### config.mk
export PLATFORM = sky130hd
export DESIGN_NAME = syscall_read_string
export DESIGN_NICKNAME = d
export VERILOG_FILES = /design/src/rtl/syscall_read_string_pkg.sv /design/src/rtl/syscall_read_string_byte_packer.sv /design/src/rtl/syscall_read_string.sv
export SDC_FILE = /design/constraint.sdc
export NUM_CORES = 1
export LEC_CHECK = 0
export CORE_ASPECT_RATIO = 1.75
export CORE_MARGIN = 4
export CORE_UTILIZATION = 30
export CTS_CLUSTER_SIZE = 30
export DETAILED_ROUTE_END_ITERATION = 8
export SLEW_MARGIN = 10
export SYNTH_ARGS = -nofsm -noshare
export SYNTH_HDL_FRONTEND = slang
export SYNTH_HIERARCHICAL = 1
export SYNTH_SLANG_ARGS = --single-unit
### constraint.sdc
create_clock -name clk -period 5.5 [get_ports clk]
set_input_delay 1.1 -clock clk [delete_from_list [all_inputs] [get_ports clk]]
set_output_delay 1.1 -clock clk [all_outputs]
set_load 0.02 [all_outputs]
### src/rtl/syscall_read_string_pkg.sv
// Shared processor definitions for the read_string syscall handler: FSM states,
// syscall constants, default data-memory window and the request validity check.
package syscall_read_string_pkg;

    typedef enum logic [2:0] {
        IDLE  = 3'd0,
        RECV  = 3'd1,
        WRITE = 3'd2,
        TERM  = 3'd3,
        DONE  = 3'd4
    } rsState_t;

    localparam logic [7:0]  NEWLINE             = 8'h0A;
    localparam logic [7:0]  SYSCALL_READ_STRING = 8'd8;
    localparam logic [31:0] DEFAULT_ADDR_LO     = 32'h7FF00000;
    localparam logic [31:0] DEFAULT_ADDR_HI     = 32'h7FFFFFFF;

    // The whole word span the buffer could touch must lie inside [lo, hi];
    // 33-bit arithmetic keeps a buffer that wraps past 2^32 from looking legal.
    function automatic logic requestRejected(
        input logic [31:0] addr,
        input logic [31:0] len,
        input logic [31:0] lo,
        input logic [31:0] hi
    );
        logic [32:0] lastByte;
        lastByte = {1'b0, addr} + {1'b0, (len - 32'd1) & ~32'd3} + 33'd3;
        return (addr[1:0] != 2'b00) || (addr < lo) ||
               ((len != 32'd0) && (lastByte > {1'b0, hi}));
    endfunction

endpackage

### src/rtl/syscall_read_string_byte_packer.sv
// Assembles console bytes into a little-endian 32-bit word, one lane per byte.
module syscall_read_string_byte_packer (
    input  logic        clk,
    input  logic        reset,
    input  logic        clear,
    input  logic        load,
    input  logic [7:0]  dataByte,
    output logic [31:0] word,
    output logic        full
);

    logic [1:0] laneReg;

    always_ff @(posedge clk) begin
        if (reset || clear) begin
            laneReg <= 2'd0;
        end else if (load) begin
            laneReg <= laneReg + 2'd1;
        end
    end

    // Unfilled lanes stay zero so a short final word carries its own terminator.
    generate
        for (genvar gi = 0; gi < 4; gi++) begin : gLane
            logic [7:0] laneByte;
            always_ff @(posedge clk) begin
                if (reset || clear) begin
                    laneByte <= 8'h00;
                end else if (load && (laneReg == 2'(gi))) begin
                    laneByte <= dataByte;
                end
            end
            assign word[8*gi +: 8] = laneByte;
        end
    endgenerate

    assign full = (laneReg == 2'd3);

endmodule

### src/rtl/syscall_read_string.sv
// read_string syscall engine: streams console bytes into a data-memory buffer,
// newline-or-length terminated, always leaving a null terminator behind.
module syscall_read_string
    import syscall_read_string_pkg::*;
#(
    parameter logic [31:0] ADDR_LO = DEFAULT_ADDR_LO,
    parameter logic [31:0] ADDR_HI = DEFAULT_ADDR_HI
) (
    input  logic        clk,
    input  logic        reset,
    input  logic        sig_start,
    input  logic [31:0] buf_addr,
    input  logic [31:0] buf_len,
    input  logic        in_valid,
    input  logic [7:0]  in_data,
    output logic        in_ready,
    output logic        mem_write,
    output logic [31:0] mem_addr,
    output logic [31:0] mem_write_data,
    output logic        busy,
    output logic        done,
    output logic        error,
    output logic [31:0] char_count
);

    rsState_t    state;
    logic [31:0] addrReg;
    logic [31:0] lenReg;
    logic [31:0] countReg;
    logic        termReg;
    logic        lastFullReg;
    logic        errorReg;

    logic        accept;
    logic        byteTerminal;
    logic        startReq;
    logic        reqError;
    logic        packClear;
    logic        packFull;
    logic [31:0] packWord;

    assign startReq     = (state == IDLE) && sig_start;
    assign reqError     = requestRejected(buf_addr, buf_len, ADDR_LO, ADDR_HI);
    assign accept       = (state == RECV) && in_valid;
    assign byteTerminal = (in_data == NEWLINE) || ((countReg + 32'd1) == (lenReg - 32'd1));
    assign packClear    = startReq || (state == WRITE);

    syscall_read_string_byte_packer bytePacker (
        .clk      (clk),
        .reset    (reset),
        .clear    (packClear),
        .load     (accept),
        .dataByte (in_data),
        .word     (packWord),
        .full     (packFull)
    );

    always_ff @(posedge clk) begin
        if (reset) begin
            state       <= IDLE;
            addrReg     <= 32'd0;
            lenReg      <= 32'd0;
            countReg    <= 32'd0;
            termReg     <= 1'b0;
            lastFullReg <= 1'b0;
            errorReg    <= 1'b0;
        end else begin
            case (state)
                IDLE: begin
                    if (sig_start) begin
                        addrReg     <= buf_addr;
                        lenReg      <= buf_len;
                        countReg    <= 32'd0;
                        termReg     <= 1'b0;
                        lastFullReg <= 1'b0;
                        errorReg    <= reqError;
                        // A one-byte buffer only has room for the terminator.
                        if (reqError || (buf_len == 32'd0)) begin
                            state <= DONE;
                        end else if (buf_len == 32'd1) begin
                            state <= TERM;
                        end else begin
                            state <= RECV;
                        end
                    end
                end
                RECV: begin
                    if (accept) begin
                        countReg    <= countReg + 32'd1;
                        termReg     <= byteTerminal;
                        lastFullReg <= packFull;
                        if (packFull || byteTerminal) begin
                            state <= WRITE;
                        end
                    end
                end
                WRITE: begin
                    addrReg <= addrReg + 32'd4;
                    if (!termReg) begin
                        state <= RECV;
                    end else if (lastFullReg) begin
                        state <= TERM;
                    end else begin
                        state <= DONE;
                    end
                end
                TERM:    state <= DONE;
                DONE:    state <= IDLE;
                default: state <= IDLE;
            endcase
        end
    end

    // Outputs are pure decodes of registered state, so they change only on clk.
    assign in_ready       = (state == RECV);
    assign busy           = (state == RECV) || (state == WRITE) || (state == TERM);
    assign mem_write      = (state == WRITE) || (state == TERM);
    assign mem_addr       = mem_write ? addrReg : 32'd0;
    assign mem_write_data = (state == WRITE) ? packWord : 32'd0;
    assign done           = (state == DONE);
    assign error          = (state == DONE) && errorReg;
    assign char_count     = countReg;

endmodule

==> metrics.md, run 1 <==
| Metric | Value |
|---|---|
| Async SR Flop Fraction | `0` |
| First-pass GRT wire length | `55630 µm` |
| CP required | `5780 ps` |
| Seq cells post-synth | `136` |
| Hold Path Class | `flip-flop to flip-flop` |
| Startpoint Class | `primary input` |
| Compound-Gate Fraction of Synth Area | `0.2180` |
| Pre-Repair DR Iteration Count | `5` |
| Gpl congestion | `0.9559` |
| Final WL | `35330 µm` |
| Count leader, synth | `nand2_1` |
| Largest family of logic cells by synthesized area | `simple AND/OR/NAND/NOR gates` |
| Max-cap viol count | `0` |
| Max_slew headroom | `0.2770` |
| Syn avg cell area | `7.607 µm²` |
| TritonCTS clock tree | `built` |
| Die area | `0.03695 mm²` |
| Io pins | `177` |
| Synth top area cells | `dfxtp_1, a21oi_1, ha_1` |
| Worst Path Arrival | `5400 ps` |
| Worst Tran Pin Value | `1080 ps` |
| Crit Reg-Reg Endpoint | `state[0]` |
| Placed inst area | `0.01240 mm²` |
| R2R cell count | `9` |
| Sink Count | `136` |
| Seq/Total Area, Yosys | `0.2683` |
| Clock buffer depth | `2` |
| Synth cell types | `69` |
| Placeable Area | `0.03314 mm²` |
| Count of final setup violators | `0` |
| Setup TNS Final | `0 ps` |
| Lkg Pwr | `4.577 nW` |
| Post-Syn Nets | `1454` |
| R2r setup slk | `1480 ps` |
| Share of layout cells above drive strength 1 | `0.1029` |
| Area Growth Syn to Fin | `28.56%` |
| Min Clock Period, post-route | `5119 ps` |
| Main synth FF type | `dfxtp_1` |
| Max VDD drop | `229.8 µV` |
| Reg2Reg Launch Point | `char_count[0]` |
| Vias in the first global route | `10260` |
| Fin. Hold Viols | `0` |
| Worst skew pair latency | `440 ps` |
| Largest net degree at the start of global routing | `76` |
| Synth top cells by count | `nand2_1, dfxtp_1, a21oi_1` |
| Setup ws final | `381.4 ps` |
| Critical path type | `primary input to flip-flop` |
| Total Routing Usage GR | `0.1870` |
| Min-Delay Path Depth | `2` |
| IO buf count | `176` |
| Initial DRC Count | `615` |
| XOR/XNOR Fraction of Synth Area | `0.08187` |
| Clock skew | `11.60 ps` |
| Post-synth top area cell | `dfxtp_1` |
| Antenna violations before repair | `3` |
| Detailed-route wire length per cell | `18.03 µm` |
| RSZ-0062 raised after global routing | `no` |
| Synth top area share | `0.2683` |
| Fillers | `3429` |
| Post-route cell area | `0.01305 mm²` |
| Final nets | `1614` |
| Power per cell area | `220.5 mW/mm²` |
| Post-CTS setup buffers | `0` |
| Synthesized cell area | `0.01015 mm²` |
| Worst-path clk slew | `70 ps` |
| Max FO, Critical Path | `7` |
| Simple-gate share of the synthesized area | `0.3231` |
| Post-cts gate resize count | `0` |
| Hold path endpoint | `addrReg[0]` |
| Final total power | `2.877 mW` |
| Routed Antenna Nets | `0` |
| Post-synthesis mux area share | `0.004069` |
| Post-Syn Instances | `1334` |
| Std cell rows | `88` |
| Adder-Cell Fraction of Synth Area | `0.05425` |
| Dpl hpwl | `27060 µm` |
| Die Span Y | `251.3 µm` |
| Status | `complete, no violations` |
| Vias | `10540` |
| Fmax achieved | `0.1954 GHz` |
| Syn. warnings | `6` |
| Clk root buf | `clkbuf_16` |
| Dpl ws | `-158.1 ps` |
| Die width | `147.0 µm` |
| # hold bufs at CTS | `0` |
| Number of flops mapped to enable cells by yosys | `0` |
| DR DRC count | `0` |
| Vias per inst | `5.379` |
| Endpoint class of the critical path | `flip-flop` |
| H-Tree Depth | `4` |
| Fin. max-slew vios | `0` |
| Period utilization | `0.9307` |
| Initial Utilization | `0.3062` |
| Hold Crit Start | `addrReg[0]` |
| CTS buffer count | `17` |
| Gr ovfl total | `0` |
[state kept, by name, summed over array words and instances (netlist names)]
register and count:
char_count 32, addrReg 32, errorReg 1, state 3, lastFullReg 1, lenReg 32, bytePacker/gLane.laneByte 32, termReg 1
bytePacker/laneReg 2
[metrics by stage]
step           std cells    util  hold slack [ps]
2_1_floorplan       1334       -            427.3
3_3_place_gp        1925  0.3743            434.9
3_5_place_dp        1925  0.3743            451.0
4_1_cts             1957  0.3928            460.1
5_1_grt             1960  0.3936            493.5
6_report            1960  0.3936            458.1
[per-layer routing]
metal / vias up / wire, µm / global-route usage / part of all wire
li1: 5167 / - / - / -
met1: 4956 / 13690 / 0.2054 / 0.39
met2: 314 / 18500 / 0.3392 / 0.52
met3: 105 / 1366 / 0.02885 / 0.039
met4: 0 / 1773 / 0.1072 / 0.050
met5: - / 0 / 0 / 0
[critical path: stages]
cell and delay (ps):
clkdlybuf4s50_1 430, nor3_1 290, nand4_1 170, or2_2 400, or3_1 380, or3_1 360, nor3_1 250, xor2_1 210
ha_1 280, o211ai_1 200, a21oi_1 70, a2111oi_0 390, buf_4 180, nand2_1 60, a2bb2oi_2 150, o41ai_1 350
a2111oi_1 130
[layout by cell type (no fill, tap or decap), types with 35 or more instances in the layout]
cell type        count
nand4_1             35
xnor2_1             52
buf_4               50
dfxtp_1            136
nand3_1             63
nor3_1              55
o21ai_0             61
nor2_1             114
a21oi_1            119
nand2_1            143
and2_1              71
ha_1                44
clkdlybuf4s50_1    175
[power by group]
part / internal, mW / switching [mW]
clock network: 0.722 / 0.504
registers: 1.02 / 0.0526
logic: 0.251 / 0.323
total: 2.00 / 0.880
[cell type report]
cell class              instances  area, µm²  area share
repair buffers                225       2127      0.1631
inverters                      18      67.56    0.005179
well taps                     450      563.0     0.04316
clock buffers                  17      425.4     0.03261
clock inverters                15      187.7     0.01439
flip-flops and latches        136       2723      0.2087
multi-input cells            1096       6944      0.5323
diodes                          3      7.507   0.0005755
[logic make-up after synthesis]
logic type	Yosys count
xor+xnor	87
compound gates	330
buf+inv	102
flops	136
simple gates	631
fa+ha+maj	44
mux	4
[worst max-delay path by stage]
stage	startpoint	to	slack (ps)	cells past startpoint
after floorplan	buf_len[3]	state[2]	570	17
final	buf_len[7]	state[2]	380	17
after detailed placement	buf_len[12]	state[2]	-160	19
after CTS	buf_len[12]	state[2]	270	17
after global routing	buf_len[12]	state[2]	80	18
after global placement	buf_len[12]	state[2]	-90	17
Power figures use the tool's default switching activity.
==> inputs of run 2 (changes only) <==
GPL_TIMING_DRIVEN = 0   (was not set)
==> metrics.md, run 2 (synthesis gave the netlist of run 1 again) <==
| Metric | Value |
|---|---|
| Lkg Pwr | `4.586 nW` |
| Fin. Hold Viols | `0` |
| FF/Latch Area | `0.002723 mm²` |
| Routed Antenna Nets | `0` |
| Setup TNS Final | `0 ps` |
| Count of final setup violators | `0` |
| Min Clock Period, post-route | `5206 ps` |
| CP required | `5790 ps` |
| Fin. max-slew vios | `0` |
| Fmax achieved | `0.1921 GHz` |
| Initial DRC Count | `791` |
| H-Tree Depth | `4` |
| Largest net degree at the start of global routing | `17` |
| Die area | `0.03695 mm²` |
| Dpl ws | `-696.3 ps` |
| Leading cell type in the layout, fill and taps excluded | `clkdlybuf4s50_1` |
| Total Routing Usage GR | `0.2155` |
| DR DRC count | `0` |
| Period utilization | `0.9465` |
| Most frequent cells in the layout | `clkdlybuf4s50_1, nand2_1, dfxtp_1` |
| Final nets | `1652` |
| Final total power | `2.769 mW` |
| Multi-input gate area in the final layout | `0.006975 mm²` |
| Gpl congestion | `0.9735` |
| Hold_ws | `454.4 ps` |
| CTS buffer count | `17` |
| Worst Tran Pin Value | `1202 ps` |
| Hold Path Class | `flip-flop to flip-flop` |
| Worst skew pair latency | `440 ps` |
| Worst Path Arrival | `5500 ps` |
| Max FO, Critical Path | `7` |
| Dpl hpwl | `32370 µm` |
| Die Span Y | `251.3 µm` |
| Die width | `147.0 µm` |
| Initial Utilization | `0.3062` |
| Vias in the first global route | `10740` |
| Share of layout cells above drive strength 1 | `0.08932` |
| IO buf count | `176` |
| Vias | `10960` |
| First-pass GRT wire length | `61960 µm` |
| Pre-Repair DR Iteration Count | `6` |
| Clk root buf | `clkbuf_16` |
| Worst-path clk slew | `60 ps` |
| Io pins | `177` |
| Gr ovfl total | `0` |
| Max-cap viol count | `0` |
| Detailed-route wire length per cell | `20.53 µm` |
| TritonCTS clock tree | `built` |
| Sink Count | `136` |
| Placeable Area | `0.03314 mm²` |
| Area Growth Syn to Fin | `29.15%` |
| R2r setup slk | `1280 ps` |
| Clock buffer depth | `2` |
| Endpoint class of the critical path | `flip-flop` |
| Startpoint Class | `primary input` |
| Max VDD drop | `226.8 µV` |
| Critical path type | `primary input to flip-flop` |
| Status | `complete, no violations` |
| Clock skew | `10.93 ps` |
| Power per cell area | `211.3 mW/mm²` |
| Antenna violations before repair | `1` |
| Std cell rows | `88` |
| Fillers | `3515` |
| Vias per inst | `5.489` |
| Setup ws final | `294.5 ps` |
| Max_slew headroom | `0.1914` |
| Final WL | `40980 µm` |
run 2: cell types whose count changed in the layout (fill, tap and decap cells not counted), sizes merged, moves of 3 or more:
cell | before | now
clkinvlp | 3 | 6
clkbuf | 17 | 73
inv | 25 | 22
clkdlybuf4s50 | 175 | 172
buf | 50 | 33
bufinv | 3 | 0
dlymetal6s2s | 0 | 4
run 2: metrics by stage:
stage | instances | util | instance area, µm²
3_3_place_gp | 1960 | 0.3763 | 12470
6_report | 1996 | 0.3954 | 13110
5_1_grt | 1996 | 0.3954 | 13110
3_5_place_dp | 1961 | 0.3769 | 12490
4_1_cts | 1993 | 0.3933 | 13040
2_1_floorplan | 1334 | - | 10150
run 2: critical path, stage by stage:
cell and delay, ps:
clkdlybuf4s50_1 520, nor3_2 240, nand4_1 160, or2_2 390, or3_4 390, or3_1 390
o21ai_0 220, nand2b_1 100, ha_1 320, nand4_1 210, nor2_1 200, nand4_1 100
a21o_1 200, a211oi_1 290, a2bb2oi_2 120, o41ai_1 390, a2111oi_1 140
run 2: routing by layer:
metal,part of all wire,vias up,global-route usage
li1,-,5253,-
met1,0.37,5153,0.2262
met2,0.52,430,0.3973
met3,0.045,120,0.03138
met4,0.065,0,0.1381
met5,0,-,0
run 2: cell type report:
| type | instances | area share |
|---|---|---|
| plain buffers | 83 | 0.03361 |
| clock buffers | 19 | 0.03303 |
| flip-flops and latches | 136 | 0.2078 |
| repair buffers | 180 | 0.1375 |
| multi-input cells | 1096 | 0.5323 |
| clock inverters | 13 | 0.007542 |
| inverters | 18 | 0.005156 |
| well taps | 450 | 0.04296 |
| diodes | 1 | 0.0001909 |
run 2: worst paths after layout:
kind                 startpoint    endpoint  cells past startpoint
hold / removal       addrReg[1]  addrReg[1]                      2
setup reg to reg  char_count[2]    state[1]                     10
setup / recovery     buf_len[7]    state[2]                     17
hold reg to reg      addrReg[1]  addrReg[1]                      2
run 2: timing repair:
action	4_1_cts	5_1_grt
pin swaps	0	4
endpoints found under the setup margin	2	4
buffers inserted	0	3
hold buffers	0	0
resized for setup	3	12
run 2: where the power goes:
part	total, mW	internal (mW)	leakage (nW)	switching, mW
Combinational	0.622	0.254	3.24	0.368
Sequential	1.07	1.02	1.11	0.0476
Clock	1.08	0.579	0.243	0.496
Total	2.77	1.86	4.59	0.912
==> inputs of run 3 (changes only) <==
DONT_BUFFER_PORTS = 1   (was not set)
==> metrics.md, run 3 (synthesis gave the netlist of run 1 again) <==
| Metric | Value |
|---|---|
| Ant diodes | `0` |
| Fin. Hold Viols | `0` |
| Hold Path Class | `flip-flop to flip-flop` |
| Total Routing Usage GR | `0.2064` |
| CP required | `5830 ps` |
| Share of layout cells above drive strength 1 | `0.09364` |
| Detailed-route wire length per cell | `21.52 µm` |
| Min Clock Period, post-route | `4973 ps` |
| Endpoint class of the critical path | `flip-flop` |
| Max-cap viol count | `0` |
| Post-route cell area | `0.01136 mm²` |
| Final WL | `39090 µm` |
| Min-Delay Path Depth | `2` |
| Vias in the first global route | `10090` |
| Max FO, Critical Path | `7` |
| Max VDD drop | `185.0 µV` |
| Worst Path Arrival | `5300 ps` |
| Initial DRC Count | `794` |
| WP buf/inv | `1` |
| Worst Tran Pin Value | `1271 ps` |
| Vias per inst | `5.619` |
| Vias | `10210` |
| Clk root buf | `clkbuf_16` |
| Worst skew pair latency | `440 ps` |
| Clock skew | `10.16 ps` |
| # hold bufs at CTS | `0` |
| Slowest CP cell | `or3_1` |
| Clock buffer depth | `2` |
| Gr ovfl total | `0` |
| Max_slew headroom | `0.1451` |
| Setup ws final | `526.8 ps` |
| Worst-path clk slew | `60 ps` |
| Placeable Area | `0.03314 mm²` |
| DR DRC count | `0` |
| Initial Utilization | `0.3062` |
| Sink Count | `136` |
| Period utilization | `0.9042` |
| IO buf count | `0` |
| Fillers | `3574` |
| Power per cell area | `247.6 mW/mm²` |
| Pre-Repair DR Iteration Count | `5` |
| R2r setup slk | `1030 ps` |
| Area Growth Syn to Fin | `11.91%` |
| CTS buffer count | `17` |
| Die width | `147.0 µm` |
| Count of final setup violators | `0` |
| Worst path cell trace | `nor3_1 -> nand2_1 -> or2_2 -> clkbuf_1 -> or3_1 -> or3_1 -> o21ai_0 -> o21ai_0 -> ha_1 -> and4_1 -> a221oi_1 -> nor3_1 -> a2111oi_2 -> a211oi_1 -> a2bb2oi_1 -> o41ai_1 -> a2111oi_0` |
| CP top delay family | `simple AND/OR/NAND/NOR gates` |
| Worst stage delay on the critical path | `430 ps` |
| Number of cells on the critical path | `17` |
| Fmax achieved | `0.2011 GHz` |
| Antenna violations before repair | `0` |
| R2R cell count | `10` |
| Std cell rows | `88` |
| Dpl ws | `-95.90 ps` |
| H-Tree Depth | `4` |
| Largest net degree at the start of global routing | `17` |
| Gpl congestion | `0.9501` |
| Startpoint Class | `primary input` |
| Status | `complete, no violations` |
| RSZ-0062 raised after global routing | `no` |
| Dpl hpwl | `31340 µm` |
| Setup TNS Final | `0 ps` |
| Routed Antenna Nets | `0` |
| Fin cells | `1817` |
| Io pins | `177` |
| Most frequent cells in the layout | `nand2_1, dfxtp_1, a21oi_1` |
| Critical path type | `primary input to flip-flop` |
| Leading cell type in the layout, fill and taps excluded | `nand2_1` |
| Fin. max-slew vios | `0` |
| Final nets | `1474` |
| First-pass GRT wire length | `58990 µm` |
| Die Span Y | `251.3 µm` |
| Die area | `0.03695 mm²` |
| TritonCTS clock tree | `built` |
| Lkg Pwr | `3.944 nW` |
| Post-Place Cells | `1785` |
| Placed inst area | `0.01072 mm²` |
run 3: layout make-up:
type / instances / area [µm²] / share of cell area
Timing Repair Buffer: 1 / 7.507 / 0.0006611
Multi-Input combinational cell: 1096 / 6925 / 0.6098
Tap cell: 450 / 563.0 / 0.04958
Sequential cell: 136 / 2723 / 0.2398
Inverter: 18 / 67.56 / 0.005950
Buffer: 84 / 444.2 / 0.03911
Clock inverter: 11 / 145.1 / 0.01278
Clock buffer: 21 / 480.5 / 0.04231
run 3: metrics by stage:
stage	hold slack (ps)	util	power, mW
after floorplan	427.3	-	1.456
after global placement	435.1	0.3232	1.589
after detailed placement	448.8	0.3236	1.599
after CTS	455.3	0.3425	2.819
after global routing	479.5	0.3426	2.918
final	455.9	0.3426	2.811
run 3: final timing paths:
path | from | endpoint
setup reg to reg | char_count[2] | state[0]
hold reg to reg | addrReg[0] | addrReg[0]
setup / recovery | buf_len[3] | state[2]
hold / removal | addrReg[0] | addrReg[0]
run 3: worst register-to-register path, delay by kind of cell, from the launching register on:
family | cells | cell delay, ps
simple gates | 6 | 2780
xor+xnor | 1 | 560
flops | 1 | 440
compound gates | 2 | 290
buf+inv | 1 | 250
run 3: repair_timing:
item / in CTS / in global routing
gates resized for setup: 0 / 2
setup endpoints to repair: 0 / 1
buffers inserted: 0 / 0
run 3: power breakdown:
group | switching [mW] | internal [mW] | leakage [nW]
sequential | 0.0485 | 1.02 | 1.11
clock | 0.467 | 0.759 | 0.301
combinational | 0.312 | 0.201 | 2.54
total | 0.827 | 1.98 | 3.94
run 3: per-layer routing:
layer  wire length, µm  up-vias  track usage  part of all wire
met1             13250     4774       0.2021              0.34
li1                  -     4898            -                 -
met5                 0        -            0                 0
met3              2789      128      0.05230             0.071
met2             20240      409       0.3768              0.52
met4              2816        0       0.1421             0.072
